`config.mk`:
```
export PLATFORM = sky130hd
export DESIGN_NAME = big_core_pipe_stage
export DESIGN_NICKNAME = d
export VERILOG_FILES = /design/src/rtl/big_core_pkg.sv /design/src/rtl/big_core_pipe_slot.sv /design/src/rtl/big_core_pipe_stage.sv
export SDC_FILE = /design/constraint.sdc
export NUM_CORES = 1
export LEC_CHECK = 0
export BUFFER_PORTS_ARGS = -buffer_cell sky130_fd_sc_hd__buf_2
export CAP_MARGIN = 20
export CORE_ASPECT_RATIO = 1.2
export CORE_MARGIN = 3
export CORE_UTILIZATION = 35
export CTS_BUF_LIST = sky130_fd_sc_hd__clkbuf_16
export DETAILED_ROUTE_END_ITERATION = 6
export HOLD_SLACK_MARGIN = 0.1
export PLACE_DENSITY = 0.54
export SYNTH_ARGS = -nofsm -noshare
export SYNTH_HDL_FRONTEND = slang
export SYNTH_HIERARCHICAL = 1
export SYNTH_SLANG_ARGS = --single-unit
```
`constraint.sdc`:
```
create_clock -name Clock -period 2.95 [get_ports Clock]
set_clock_uncertainty 0.15 [all_clocks]
set_input_delay 0.295 -clock Clock [delete_from_list [all_inputs] [get_ports Clock]]
set_output_delay 0.295 -clock Clock [all_outputs]
set_load 0.1 [all_outputs]
```
`src/rtl/big_core_pkg.sv`:
```
// big_core_pkg: shared payload type and pipe-stage limits for big_core.
package big_core_pkg;

  localparam int unsigned PIPE_PAYLOAD_W  = 64;
  localparam int unsigned PIPE_MAX_STAGES = 8;

  typedef struct packed {
    logic [31:0] PcPlus4;
    logic [31:0] AluOut;
  } t_pipe_payload;

  // Width of an occupancy counter able to hold 0..2*stages.
  function automatic int unsigned pipe_occ_w(input int unsigned stages);
    return $clog2(2 * stages + 1);
  endfunction

endpackage

```
`src/rtl/big_core_pipe_slot.sv`:
```
// big_core_pipe_slot: one register stage of the pipe chain. With SKID_EN the
// stage holds a main entry (drives the output) and a skid entry, and its
// upstream ready is the registered !skid_valid. Without it, a single entry
// whose ready passes the downstream ready through combinationally.
module big_core_pipe_slot
  import big_core_pkg::*;
#(
  parameter int unsigned DATA_W  = PIPE_PAYLOAD_W,
  parameter bit          SKID_EN = 1'b1
) (
  input  logic              clk,
  input  logic              rst_n,
  input  logic              flush,
  input  logic              in_valid,
  output logic              in_ready,
  input  logic [DATA_W-1:0] in_data,
  output logic              out_valid,
  input  logic              out_ready,
  output logic [DATA_W-1:0] out_data,
  output logic [1:0]        valid_cnt_d
);

  logic              main_valid_q, main_valid_d;
  logic              skid_valid_q, skid_valid_d;
  logic [DATA_W-1:0] main_data_q,  main_data_d;
  logic [DATA_W-1:0] skid_data_q,  skid_data_d;
  logic              push, pop;

  assign in_ready  = SKID_EN ? !skid_valid_q : (!main_valid_q || out_ready);
  assign out_valid = main_valid_q;
  assign out_data  = main_data_q;
  assign push      = in_valid && in_ready && !flush;
  assign pop       = main_valid_q && out_ready;

  // Next-state of main/skid entries; a flush only drops valid bits.
  always_comb begin
    main_valid_d = main_valid_q;
    skid_valid_d = skid_valid_q;
    main_data_d  = main_data_q;
    skid_data_d  = skid_data_q;
    if (flush) begin
      main_valid_d = 1'b0;
      skid_valid_d = 1'b0;
    end else if (pop && skid_valid_q) begin
      // Skid full means in_ready was low, so no push can coincide here.
      main_data_d  = skid_data_q;
      skid_valid_d = 1'b0;
    end else if (push) begin
      if (!main_valid_q || pop) begin
        main_data_d  = in_data;
        main_valid_d = 1'b1;
      end else if (SKID_EN) begin
        skid_data_d  = in_data;
        skid_valid_d = 1'b1;
      end
    end else if (pop) begin
      main_valid_d = 1'b0;
    end
  end

  assign valid_cnt_d = {1'b0, main_valid_d} + {1'b0, skid_valid_d};

  // Entry registers with asynchronous active-low clear.
  always_ff @(posedge clk or negedge rst_n) begin
    if (!rst_n) begin
      main_valid_q <= 1'b0;
      skid_valid_q <= 1'b0;
      main_data_q  <= '0;
      skid_data_q  <= '0;
    end else begin
      main_valid_q <= main_valid_d;
      skid_valid_q <= skid_valid_d;
      main_data_q  <= main_data_d;
      skid_data_q  <= skid_data_d;
    end
  end

  a_no_push_full: assert property (@(posedge clk) disable iff (!rst_n)
    push |-> (SKID_EN ? !(main_valid_q && skid_valid_q) : (!main_valid_q || pop)));

endmodule

```
`src/rtl/big_core_pipe_stage.sv`:
```
// big_core_pipe_stage: NUM_STAGES cascaded pipe slots with valid/ready
// handshake, synchronous flush and a registered occupancy count.
module big_core_pipe_stage
  import big_core_pkg::*;
#(
  parameter int unsigned DATA_W     = PIPE_PAYLOAD_W,
  parameter int unsigned NUM_STAGES = 1,
  parameter bit          SKID_EN    = 1'b1
) (
  input  logic                                 Clock,
  input  logic                                 Rst,
  input  logic                                 FlushQ,
  input  logic                                 InValid,
  output logic                                 InReady,
  input  logic [DATA_W-1:0]                    InData,
  output logic                                 OutValid,
  input  logic                                 OutReady,
  output logic [DATA_W-1:0]                    OutData,
  output logic [$clog2(2*NUM_STAGES+1)-1:0]    Occupancy
);

  localparam int unsigned OCC_W   = pipe_occ_w(NUM_STAGES);
  localparam int unsigned OCC_MAX = SKID_EN ? 2 * NUM_STAGES : NUM_STAGES;

  logic [NUM_STAGES:0] vld;
  logic [NUM_STAGES:0] rdy;
  logic [DATA_W-1:0]   dat   [NUM_STAGES+1];
  logic [1:0]          cnt_d [NUM_STAGES];
  logic [OCC_W-1:0]    occupancy_q, occupancy_d;

  assign vld[0]          = InValid;
  assign dat[0]          = InData;
  assign rdy[NUM_STAGES] = OutReady;
  // A flushed input is dropped, so upstream must not see a stall for it.
  assign InReady         = rdy[0] || FlushQ;
  assign OutValid        = vld[NUM_STAGES];
  assign OutData         = dat[NUM_STAGES];
  assign Occupancy       = occupancy_q;

  for (genvar g = 0; g < NUM_STAGES; g++) begin : g_slot
    big_core_pipe_slot #(
      .DATA_W  (DATA_W),
      .SKID_EN (SKID_EN)
    ) u_slot (
      .clk         (Clock),
      .rst_n       (Rst),
      .flush       (FlushQ),
      .in_valid    (vld[g]),
      .in_ready    (rdy[g]),
      .in_data     (dat[g]),
      .out_valid   (vld[g+1]),
      .out_ready   (rdy[g+1]),
      .out_data    (dat[g+1]),
      .valid_cnt_d (cnt_d[g])
    );
  end

  // Count the valid bits every slot will hold after this edge.
  always_comb begin
    occupancy_d = '0;
    for (int unsigned i = 0; i < NUM_STAGES; i++) begin
      occupancy_d = occupancy_d + OCC_W'(cnt_d[i]);
    end
  end

  // Occupancy register with asynchronous active-low clear.
  always_ff @(posedge Clock or negedge Rst) begin
    if (!Rst) occupancy_q <= '0;
    else      occupancy_q <= occupancy_d;
  end

  a_out_stable: assert property (@(posedge Clock) disable iff (!Rst)
    (OutValid && !OutReady && !FlushQ) |=> (OutValid && $stable(OutData)));

  a_occ_max: assert property (@(posedge Clock) disable iff (!Rst)
    Occupancy <= OCC_W'(OCC_MAX));

endmodule
```
Yosys cells after proc, flatten, opt, wreduce, memory -nomap -nowiden
Index checks and enable logic that the tools add are counted.
W data, S select, Z words.
{"block": "word_totals", "regBits": 132, "elab_cells": 34}
{"block": "op_classes", "addsub": 1, "mux": 12, "bitwise_logic": 3, "n_reduce_logical": 13}
{"cell": "$mux W64", "n": 3}
{"cell": "$mux W1", "n": 9}
{"cell": "$logic_and A1 B1 Y1", "n": 4}
{"cell": "$reduce_and A4 Y1", "n": 1}
{"cell": "$reduce_bool A2 Y1", "n": 2}
{"cell": "$logic_not A1 Y1", "n": 3}
{"cell": "$not A1 Y1", "n": 3}
{"cell": "$reduce_and A3 Y1", "n": 1}
{"cell": "$add A1 B1 Y2", "n": 1}
{"cell": "$logic_or A1 B1 Y1", "n": 2}

Depth between registers and ports, before layout
Gate-level depths: netlist (run 1).
{"block": "depth", "ltp_word": 7, "depth_mapped": 6}

Modules after synthesis
The synthesis (run 1) kept the hierarchy.
{"module": "big_core_pipe_slot", "instances": 1, "cells_per_inst": 354, "area_each_um2": 5739.3, "seq_area_each_um2": 3253.1}
{"module": "big_core_pipe_stage", "instances": 1, "cells_per_inst": 3, "area_each_um2": 56.3, "seq_area_each_um2": 50.0}

Worst setup path after synthesis (run 1)
OpenSTA, ideal clock, no wires.
{"block": "synth_path", "path_kind": "reg-to-reg", "startpoint": "register g_slot[0].u_slot.main_valid_q", "endpoint": "register g_slot[0].u_slot.main_data_q[18]", "setup_time_ns": 0.125, "t_arrival_ns": 2.233, "required_ns": 2.675, "setup_slack_ns": 0.441, "path_stages_with_launch": 5, "path_buffers": 1, "period_less_slack_ns": 2.509, "path_cell_list": "dfrtp_1 nand2_2 a221oi_4 buf_8 mux2_2"}
{"block": "synth_between", "elab_chain_cells": 4, "word_cells_on_any_way": 8, "cone_classes": "1 x mux; 7 x reduce/logical"}
{"item": "start, declared", "line_no": "big_core_pipe_slot.sv:23", "source": "logic main_valid_q, main_valid_d;"}
{"item": "start signal, assigned", "line_no": "big_core_pipe_slot.sv:71", "source": "main_valid_q <= main_valid_d;"}
{"item": "$logic_and A1 B1 Y1 or $logic_not A1 Y1 (tied branches)"}
{"item": "$logic_and A1 B1 Y1 or $logic_or A1 B1 Y1 (tied branches)", "line_no": "big_core_pipe_slot.sv:44, big_core_pipe_slot.sv:49"}
{"item": "$reduce_bool A2 Y1 (no line)"}
{"item": "$reduce_and A3 Y1 (no line)"}
{"item": "end signal, assigned", "line_no": "big_core_pipe_slot.sv:73", "source": "main_data_q <= main_data_d;"}
{"item": "end, declared", "line_no": "big_core_pipe_slot.sv:25", "source": "logic [DATA_W-1:0] main_data_q, main_data_d;"}
Parallel ways exist; a longest one is shown, timed or not.
A chain may end at the register's enable or synchronous reset.

Worst setup path in the final report (run 1)
{"block": "layout_path", "startpoint": "register g_slot[0].u_slot.main_valid_q", "endpoint": "register g_slot[0].u_slot.main_data_q[6]"}
Same word-level chain as after synthesis.

==> results of run 1 <==
-- worst max path at each step --
stage,startpoint,endpoint,slack [ns],depth (start not counted)
after floorplan,g_slot[0].u_slot/out_valid$_DFF_PN0_,g_slot[0].u_slot/out_data[18]$_DFFE_PN0P_,0.44,4
after global placement,g_slot[0].u_slot/out_valid$_DFF_PN0_,g_slot[0].u_slot/out_data[6]$_DFFE_PN0P_,0.75,4
after detailed placement,g_slot[0].u_slot/out_valid$_DFF_PN0_,g_slot[0].u_slot/out_data[6]$_DFFE_PN0P_,0.71,4
after CTS,g_slot[0].u_slot/out_valid$_DFF_PN0_,g_slot[0].u_slot/out_data[6]$_DFFE_PN0P_,0.70,4
after global routing,g_slot[0].u_slot/out_valid$_DFF_PN0_,g_slot[0].u_slot/out_data[2]$_DFFE_PN0P_,0.61,4
final,g_slot[0].u_slot/out_valid$_DFF_PN0_,g_slot[0].u_slot/out_data[6]$_DFFE_PN0P_,0.75,4
-- layer usage --
metal / part of all wire [%] / track usage, %
met2: 48 / 22.91
met4: 1.9 / 5.983
met1: 44 / 17.69
met3: 6.1 / 4.351
met5: 0 / 0
-- kinds of logic (layout without fill, tap and decap cells) --
group,after synthesis,count (layout)
AOI/OAI and AO/OA,4,4
DFF,132,132
muxes,192,192
and+or+nand+nor,5,5
adders and majority gates,1,1
buffers and inverters,23,245
-- worst reg2reg max path: cells and delay by family, from the launching register on --
kind	cells	cell delay [ns]
mux	2	0.54
buf+inv	1	0.41
simple gates	1	0.48
flops	1	0.50
-- through the flow --
stage,worst slack [ns],hold WS (ns),instance area (sq um)
2_1_floorplan,0.4412,-0.1506,5796
3_3_place_gp,0.7498,0.2397,6710
3_5_place_dp,0.7055,0.2393,6710
4_1_cts,0.6995,0.2213,7910
5_1_grt,0.6077,0.2412,7910
6_report,0.7502,0.2482,7910
-- layout make-up --
class	count	share of cell area [%]
Multi-Input combinational cell	202	29.36
Inverter	3	0.1424
Timing Repair Buffer	212	18.76
Tap cell	208	3.290
Clock buffer	17	5.378
Clock inverter	13	1.313
Sequential cell	132	41.76
-- cell usage in the layout, fill, tap and decap left out, types with 5 or more instances in the layout --
| cell type | netlist | routed |
|---|---|---|
| buf_12 | 0 | 5 |
| clkinv_1 | 0 | 5 |
| mux2_2 | 182 | 182 |
| buf_2 | 3 | 135 |
| inv_1 | 3 | 7 |
| buf_4 | 6 | 5 |
| clkbuf_16 | 0 | 17 |
| dfrtp_1 | 132 | 132 |
| dlygate4sd3_1 | 0 | 67 |
| mux2_4 | 9 | 9 |
-- power by group through the flow --
stage	sequential [mW]	combinational (mW)	clock, mW
2_1_floorplan	3.64	0.466	0
3_3_place_gp	2.41	2.06	0
3_5_place_dp	2.43	2.08	0
4_1_cts	2.40	2.15	1.97
5_1_grt	2.45	2.22	2.05
6_report	2.40	2.13	1.90
-- sequential cells by signal, summed over array words and instances, names as in the netlist --
register	cells
g_slot.u_slot/out_valid	1
Occupancy	2
g_slot.u_slot/skid_valid_q	1
g_slot.u_slot/out_data	64
g_slot.u_slot/skid_data_q	64
-- Yosys cell counts --
master,instances
buf_4,6
nand3_1,1
nand2_2,1
or2_1,1
inv_1,3
a21oi_1,1
o211a_1,1
o21ai_0,1
buf_2,3
nor4b_2,1
mux2_2,182
mux2_4,9
buf_6,9
mux2_1,1
a221oi_4,1
dfrtp_1,132
clkbuf_1,1
ha_1,1
nand2b_4,1
buf_8,1
-- timing repair --
| item | in CTS | in global routing |
|---|---|---|
| gates resized for setup | 0 | 0 |
| hold endpoints to repair | 156 | 0 |
| endpoints found under the setup margin | 0 | 0 |
| hold buffers | 67 | 0 |
==> qor.txt, run 1 <==
Die X = 123.5 microns
First-pass GRT wire length = 20.02 mm
Clock sink total = 132
Core Rows = 50
CP peak stage delay = 0.50 ns
Initial antenna violation count = 0
DR pass1 iterations = 4
PortBufs = 136
Final Hold Fails = 0
Clock Power Share = 29.6%
P_int = 3.975 mW
FF-to-FF setup slack = 0.75 ns
Vias in the first global route = 3965
Routed vias = 3721
WL/cell = 15.67 microns
Final wirelength = 12.33 mm
Finished Layout Cells = 787
Maxcap violations = 0
Finish-stage setup viols = 0
Global placement routability congestion = 0.6738
Power Density = 813.4 nW/um^2
Rel. slew slack = 53.61%
Fin crit period = 2.200 ns
WP buf/inv = 1
CTS max path bufs = 2
Worst Max-Slew Pin Slew = 0.6959 ns
Slowest cell on crit path = dfrtp_1
Placed insts = 690
Post-Syn Area per Cell = 16.23 sq um
Mux contribution to synthesized area = 37.89%
GR Overflow Total = 0
Final Cycle Share = 74.57%
WS Path Type = reg2reg
Synth-to-Final Area Change = 36.49%
Synth Area in Adders = 0.2159%
Post-synthesis cell count = 357
CP Cell Sequence = nand3_4, buf_4, mux2_2, mux2_2
Root Driver = clkbuf_16
Core area = 15890 sq um
Die ar. = 18150 sq um
DR iter-0 viols = 107
Crit Reg-Reg Startpoint = g_slot[0].u_slot/out_valid$_DFF_PN0_
CP endpoint kind = register
Sequential share of the synthesized area = 56.99%
CTS Buf Count = 17
Synth area leaders = dfrtp_1 57%, mux2_2 35%, mux2_4 2.3%
HP Start = OutReady
Status = completed
Synth top area share = 56.99%
FF-to-FF End = g_slot[0].u_slot/out_data[6]$_DFFE_PN0P_
Layout cells sized above 1 = 62.52%
Net count after synthesis = 427
Max Clk Rate = 454.6 MHz
Worst-Skew Late Latency = 0.41 ns
DRT antenna net count = 0
Die Height = 147.0 microns
# fillers = 1409
Worst Hold Class = in2reg
Comb power frac = 33.2%
CTS tree = done
GRT Util Overall = 14.26%
Pleak = 3.605 nW
Critical path launch point type = register
Final slew viol count = 0
Hold path depth = 3
Synth Register Bits = 132
Cell variety after synth = 20
Reg2reg path depth = 4
Largest family of logic cells by synthesized area = multiplexers
Residual DRC = 0
Setup repair bufs after CTS = 0
Most used cell, CP = mux2_2
HPWL after DPL = 7.851 mm
Ys Warns = 6
# diodes = 0
CP top delay family = multiplexers
Util after Layout = 49.78%
Hold path endpoint = g_slot[0].u_slot/skid_valid_q$_DFF_PN0_
Reg area = 3303 sq um
Multi-input gate area = 2322 sq um
Worst EP required = 3.09 ns
Synth area leader = dfrtp_1
Largest net degree at the start of global routing = 56
CTS H-tree depth = 4
Clock transition at path regs = 0.05 ns
Vias/cell = 4.728
Total power = 6.434 mW
WP data arrival = 2.34 ns
Switching part of the total = 38.22%
I/O pin cnt = 137
Sequential share of power = 37.2%
Synthesized cell area = 5796 sq um
Setup TNS = 0 ns
Synth Area in XOR/XNOR = 0%
Switch Pwr = 2.459 mW
Starting Density = 36.47%
Compound-Gate Fraction of Synth Area = 0.7988%
CP Max Fanout = 33
Peak VDD IR = 0.0004301 V
RSZ-0062 raised after global routing = false
Nets = 638
Simple-gate share of the synthesized area = 0.7988%
Note: power is estimated with default switching activity, not from simulation.
==> inputs of run 2 (changes only) <==
- ABC_AREA: unset -> 1
- clock period: 2.95 -> 2.2 ns (I/O delays scaled with it)
==> qor.txt, run 2 <==
Grt met3 use = 3.647%
CP Cell Sequence = inv_2, inv_1, nand2_1, buf_2
Fin crit period = 1.943 ns
Die X = 127.8 microns
Status = completed
Reg2reg path depth = 6
Power Density = 1066 nW/um^2
DR pass1 iterations = 4
Placed insts = 1105
Starting Density = 36.29%
Worst Hold Class = in2reg
Synth area leader = dfrtp_1
Comb power frac = 34.2%
Synth top area share = 52.99%
Leading cell types in the layout, fill and taps excluded = 386 x nand2_1, 135 x buf_2, 130 x dfrtp_1
PortBufs = 136
Root Driver = clkbuf_16
Largest net degree at the start of global routing = 56
WP data arrival = 1.57 ns
Worst EP required = 1.83 ns
Post-synth EDFFs = 0
Synth Register Bits = 132
Residual DRC = 0
Switch Pwr = 3.734 mW
Synthesized cell area = 6233 sq um
Synth area leaders = dfrtp_1 53%, nand2_1 23%, nand3_1 10%
Final wirelength = 19.19 mm
CTS H-tree depth = 4
GRT Util Overall = 19.86%
I/O pin cnt = 137
CTS max path bufs = 2
Nets = 1045
Setup repair bufs after CTS = 0
Slowest cell on crit path = dfrtp_2
Cell variety after synth = 15
CP Max Fanout = 15
GR Overflow Total = 0
Synth async-reset ratio = 100.0%
Peak VDD IR = 0.0005789 V
Vias in the first global route = 6035
DRT antenna net count = 0
CTS tree = done
Ys Warns = 6
Post-synthesis cell count = 796
CTS Buf Count = 17
Grt met1 use = 26.57%
Post-synth top cells = 388 x nand2_1, 132 x dfrtp_1, 130 x nand3_1
Final Hold Fails = 0
Switching part of the total = 42.25%
# fillers = 1755
Net count after synthesis = 866
Finish-stage setup viols = 0
# diodes = 0
Maxcap violations = 0
Layout cells sized above 1 = 19.57%
Routed vias = 6036
Post-Syn Area per Cell = 7.831 sq um
WS Path Type = reg2out
CP endpoint kind = output pin
DR iter-0 viols = 385
Worst Max-Slew Pin Slew = 0.8011 ns
Final Cycle Share = 88.31%
Setup TNS = 0 ns
GRT busiest layer = met2
First-pass GRT wire length = 31.30 mm
Max Clk Rate = 514.7 MHz
Core area = 17180 sq um
Vias/cell = 5.022
Finished Layout Cells = 1202
Initial antenna violation count = 0
Core Rows = 52
Clock Power Share = 29.5%
Final slew viol count = 0
Total power = 8.839 mW
Ys flop type = dfrtp_1
Rel. slew slack = 46.42%
Pleak = 4.602 nW
GR Util met2 = 32.28%
CP peak stage delay = 0.52 ns
Die Height = 152.2 microns
Commonest non-fill, non-tap cell in the layout = nand2_1
Critical path launch point type = register
Worst-Skew Late Latency = 0.41 ns
Hold path depth = 5
Top-count cell post-synth = nand2_1
Sequential share of power = 36.2%
WL/cell = 15.97 microns
HPWL after DPL = 11.40 mm
P_int = 5.105 mW
Clock sink total = 132
Sequential share of the synthesized area = 52.99%
Die ar. = 19450 sq um
Global placement routability congestion = 0.7586
Synth-to-Final Area Change = 32.98%
RSZ-0062 raised after global routing = false
Clock transition at path regs = 0.05 ns
## run 2: changes by cell type after synthesis, moves of 3 or more
cell     change
buf_6        -9
nand4_1     +64
mux2_2     -182
inv_2        +3
nand2_1    +388
mux2_4       -9
buf_2       +56
nand3_1    +129
## run 2: logic make-up after synthesis
logic type | after synthesis | synth area share [%]
buf+inv | 76 | 6.122
flops | 132 | 52.99
simple gates | 585 | 40.53
fa+ha+maj | 1 | 0.2007
compound gates | 2 | 0.1604
## run 2: final cells by class
cell class | instances | area [sq um] | share of cell area [%]
Tap cell | 216 | 270.3 | 3.260
Clock buffer | 17 | 425.4 | 5.132
Clock inverter | 13 | 102.6 | 1.238
Inverter | 7 | 26.28 | 0.3170
Timing Repair Buffer | 229 | 1590 | 19.18
Multi-Input combinational cell | 588 | 2569 | 30.99
Sequential cell | 132 | 3306 | 39.88
## run 2: path summary, 6_finish.rpt
| check | start | endpoint | slack, ns |
|---|---|---|---|
| worst max-delay path | g_slot[0].u_slot/skid_valid_q$_DFF_PN0_ | InReady | 0.26 |
| worst min-delay path | InValid | g_slot[0].u_slot/skid_valid_q$_DFF_PN0_ | 0.18 |
| worst max register to register | g_slot[0].u_slot/out_valid$_DFF_PN0_ | Occupancy[0]$_DFF_PN0_ | 0.29 |
| worst min register to register | g_slot[0].u_slot/out_data[4]$_DFFE_PN0P_ | g_slot[0].u_slot/out_data[4]$_DFFE_PN0P_ | 0.32 |
| max in group asynchronous | Rst | g_slot[0].u_slot/skid_data_q[9]$_DFFE_PN0P_ | 0.49 |
| min in group asynchronous | Rst | g_slot[0].u_slot/skid_data_q[61]$_DFFE_PN0P_ | 0.21 |
## run 2: repair_timing
action,in CTS,in global routing
endpoints found under the hold margin,262,0
gates resized for setup,0,0
hold buffers,67,0
## run 2: power groups by stage
stage / Combinational [mW] / Sequential (mW) / Clock (mW)
2_1_floorplan: 0.592 / 4.98 / 0
3_3_place_gp: 2.93 / 3.24 / 0
3_5_place_dp: 2.95 / 3.23 / 0
4_1_cts: 3.05 / 3.20 / 2.66
5_1_grt: 3.21 / 3.26 / 2.78
6_report: 3.03 / 3.20 / 2.61
## run 2: through the flow
stage | hold slack [ns] | utilization (%) | setup slack (ns) | area (sq um)
after global routing | 0.1998 | 48.26 | 0.1388 | 8289
after global placement | -0.06588 | 41.28 | 0.3894 | 7091
after floorplan | -0.2256 | - | 0.01276 | 6233
after CTS | 0.1500 | 48.26 | 0.2477 | 8289
after detailed placement | -0.06558 | 41.28 | 0.3152 | 7091
final | 0.1760 | 48.26 | 0.2573 | 8289
## run 2: worst max-delay path, delay by kind of cell, from the launching register on
kind                   cells  cell delay (ns)
AND/OR/NAND/NOR            1             0.06
flip-flops                 1             0.52
buffers and inverters      3             0.59
## run 2: layer usage
| layer | vias up | wire (microns) |
|---|---|---|
| li1 | 2959 | - |
| met1 | 2901 | 8905 |
| met2 | 152 | 9127 |
| met3 | 24 | 810 |
| met4 | 0 | 348 |
| met5 | - | 0 |
==> inputs of run 3 (changes only) <==
--- a/config.mk
+++ b/config.mk
@@ -7,3 +7,2 @@
 export LEC_CHECK = 0
-export ABC_AREA = 1
 export BUFFER_PORTS_ARGS = -buffer_cell sky130_fd_sc_hd__buf_2
==> constraint.sdc (replaced) <==
create_clock -name Clock -period 2.2 [get_ports Clock]
set_clock_uncertainty 0.15 [all_clocks]
set_input_delay 0.44 -clock Clock [delete_from_list [all_inputs] [get_ports Clock]]
set_output_delay 0.44 -clock Clock [all_outputs]
set_load 0.1 [all_outputs]
==> qor.txt, run 3 (synthesized netlist as in run 1, its figures left out) <==
Status = completed
# diodes = 0
Vias/cell = 4.743
Worst Hold Class = in2reg
Worst EP required = 1.61 ns
Reg2reg path depth = 5
Finish-stage setup viols = 0
GR Overflow Total = 0
PortBufs = 136
Fin crit period = 2.043 ns
Maxcap violations = 0
Resized Gates After CTS = 0
Rel. slew slack = 65.93%
HPWL after DPL = 8.153 mm
Peak VDD IR = 0.0005641 V
Hold slack = 0.1300 ns
Util after Layout = 46.39%
Synth-to-Final Area Change = 27.20%
Leading cell types in the layout, fill and taps excluded = 182 x mux2_2, 135 x buf_2, 131 x dfrtp_1
Layout cells sized above 1 = 70.19%
Residual DRC = 0
CP endpoint kind = output pin
Pre-CTS setup slack = 0.1462 ns
Core area = 15890 sq um
CTS H-tree depth = 4
Core Rows = 50
Worst Max-Slew Pin Slew = 0.5145 ns
Die X = 123.5 microns
Largest net degree at the start of global routing = 71
WP data arrival = 1.45 ns
WL/cell = 16.67 microns
Nets = 580
# fillers = 1463
DR pass1 iterations = 4
Final setup margin = 0.1571 ns
Clock transition at path regs = 0.05 ns
First-pass GRT wire length = 19.56 mm
Finished Layout Cells = 728
Setup repair bufs after CTS = 0
CTS tree = done
Commonest non-fill, non-tap cell in the layout = mux2_2
Die Height = 147.0 microns
Routed vias = 3453
CTS max path bufs = 2
Critical path launch point type = register
Final Cycle Share = 92.86%
Final wirelength = 12.13 mm
Placed insts = 692
Max Clk Rate = 489.5 MHz
Hold path depth = 2
Worst-Skew Late Latency = 0.41 ns
DRT antenna net count = 0
GRT Util Overall = 14.06%
Root Driver = clkbuf_16
Starting Density = 36.47%
Setup TNS = 0 ns
Power Density = 1176 nW/um^2
I/O pin cnt = 137
CP Max Fanout = 6
Final Hold Fails = 0
DR iter-0 viols = 117
RSZ-0062 raised after global routing = false
CTS Hold Buffers Added = 7
Global placement routability congestion = 0.7017
Vias in the first global route = 3667
Pleak = 3.376 nW
WS Path Type = reg2out
Clock sink total = 132
Initial antenna violation count = 0
CTS Buf Count = 17
Die ar. = 18150 sq um
Final slew viol count = 0
==> run 3: cell count changes in the layout (fill, tap and decap cells not counted), moves of 3 or more <==
cell           delta
nand2_1         -386
buf_12            +4
inv_2             -3
nand3_1         -129
mux2_2          +182
nand4_1          -64
buf_4            -18
dlygate4sd3_1    -60
mux2_4            +9
==> run 3: per-layer routing <==
layer  GRT usage, %  vias up  share of wire (%)
met5              0        -                  0
met4          5.319        0                1.4
met3          4.621       11                5.6
met2          21.58       98                 47
met1          18.43     1762                 46
li1               -     1582                  -
==> run 3: area by class of cell <==
cell class,count,area (sq um),area share [%]
Clock inverter,12,125.1,1.697
Tap cell,208,260.3,3.530
Multi-Input combinational cell,202,2322,31.50
Clock buffer,17,425.4,5.771
Timing Repair Buffer,154,923.4,12.53
Sequential cell,132,3304,44.82
Inverter,3,11.26,0.1527
==> run 3: power by group <==
group	internal [mW]	switching, mW	total, mW
Combinational	0.696	2.09	2.78
Sequential	2.96	0.263	3.22
Clock	1.72	0.941	2.66
==> run 3: path summary, 6_finish.rpt <==
kind / slack [ns] / from / end
worst max-delay path: 0.16 / g_slot[0].u_slot/skid_valid_q$_DFF_PN0_ / InReady
worst min-delay path: 0.13 / InData[39] / g_slot[0].u_slot/skid_data_q[39]$_DFFE_PN0P_
worst max register to register: 0.21 / g_slot[0].u_slot/skid_valid_q$_DFF_PN0_ / Occupancy[0]$_DFF_PN0_
worst min register to register: 0.35 / g_slot[0].u_slot/out_data[61]$_DFFE_PN0P_ / g_slot[0].u_slot/out_data[61]$_DFFE_PN0P_
max in group asynchronous: 1.09 / Rst / g_slot[0].u_slot/out_valid$_DFF_PN0_
min in group asynchronous: 0.23 / Rst / g_slot[0].u_slot/skid_data_q[13]$_DFFE_PN0P_
==> run 3: stage by stage <==
step	cell area [sq um]	total power, mW
6_report	7372	8.669
2_1_floorplan	5797	5.501
5_1_grt	7372	9.072
3_3_place_gp	6751	6.004
4_1_cts	7372	8.805
3_5_place_dp	6751	6.066
==> run 3: worst max-delay path, cell delays in order, from the launching register on <==
cell and delay (ns):
dfrtp_1 0.46, inv_1 0.07, or2_1 0.09, buf_2 0.42
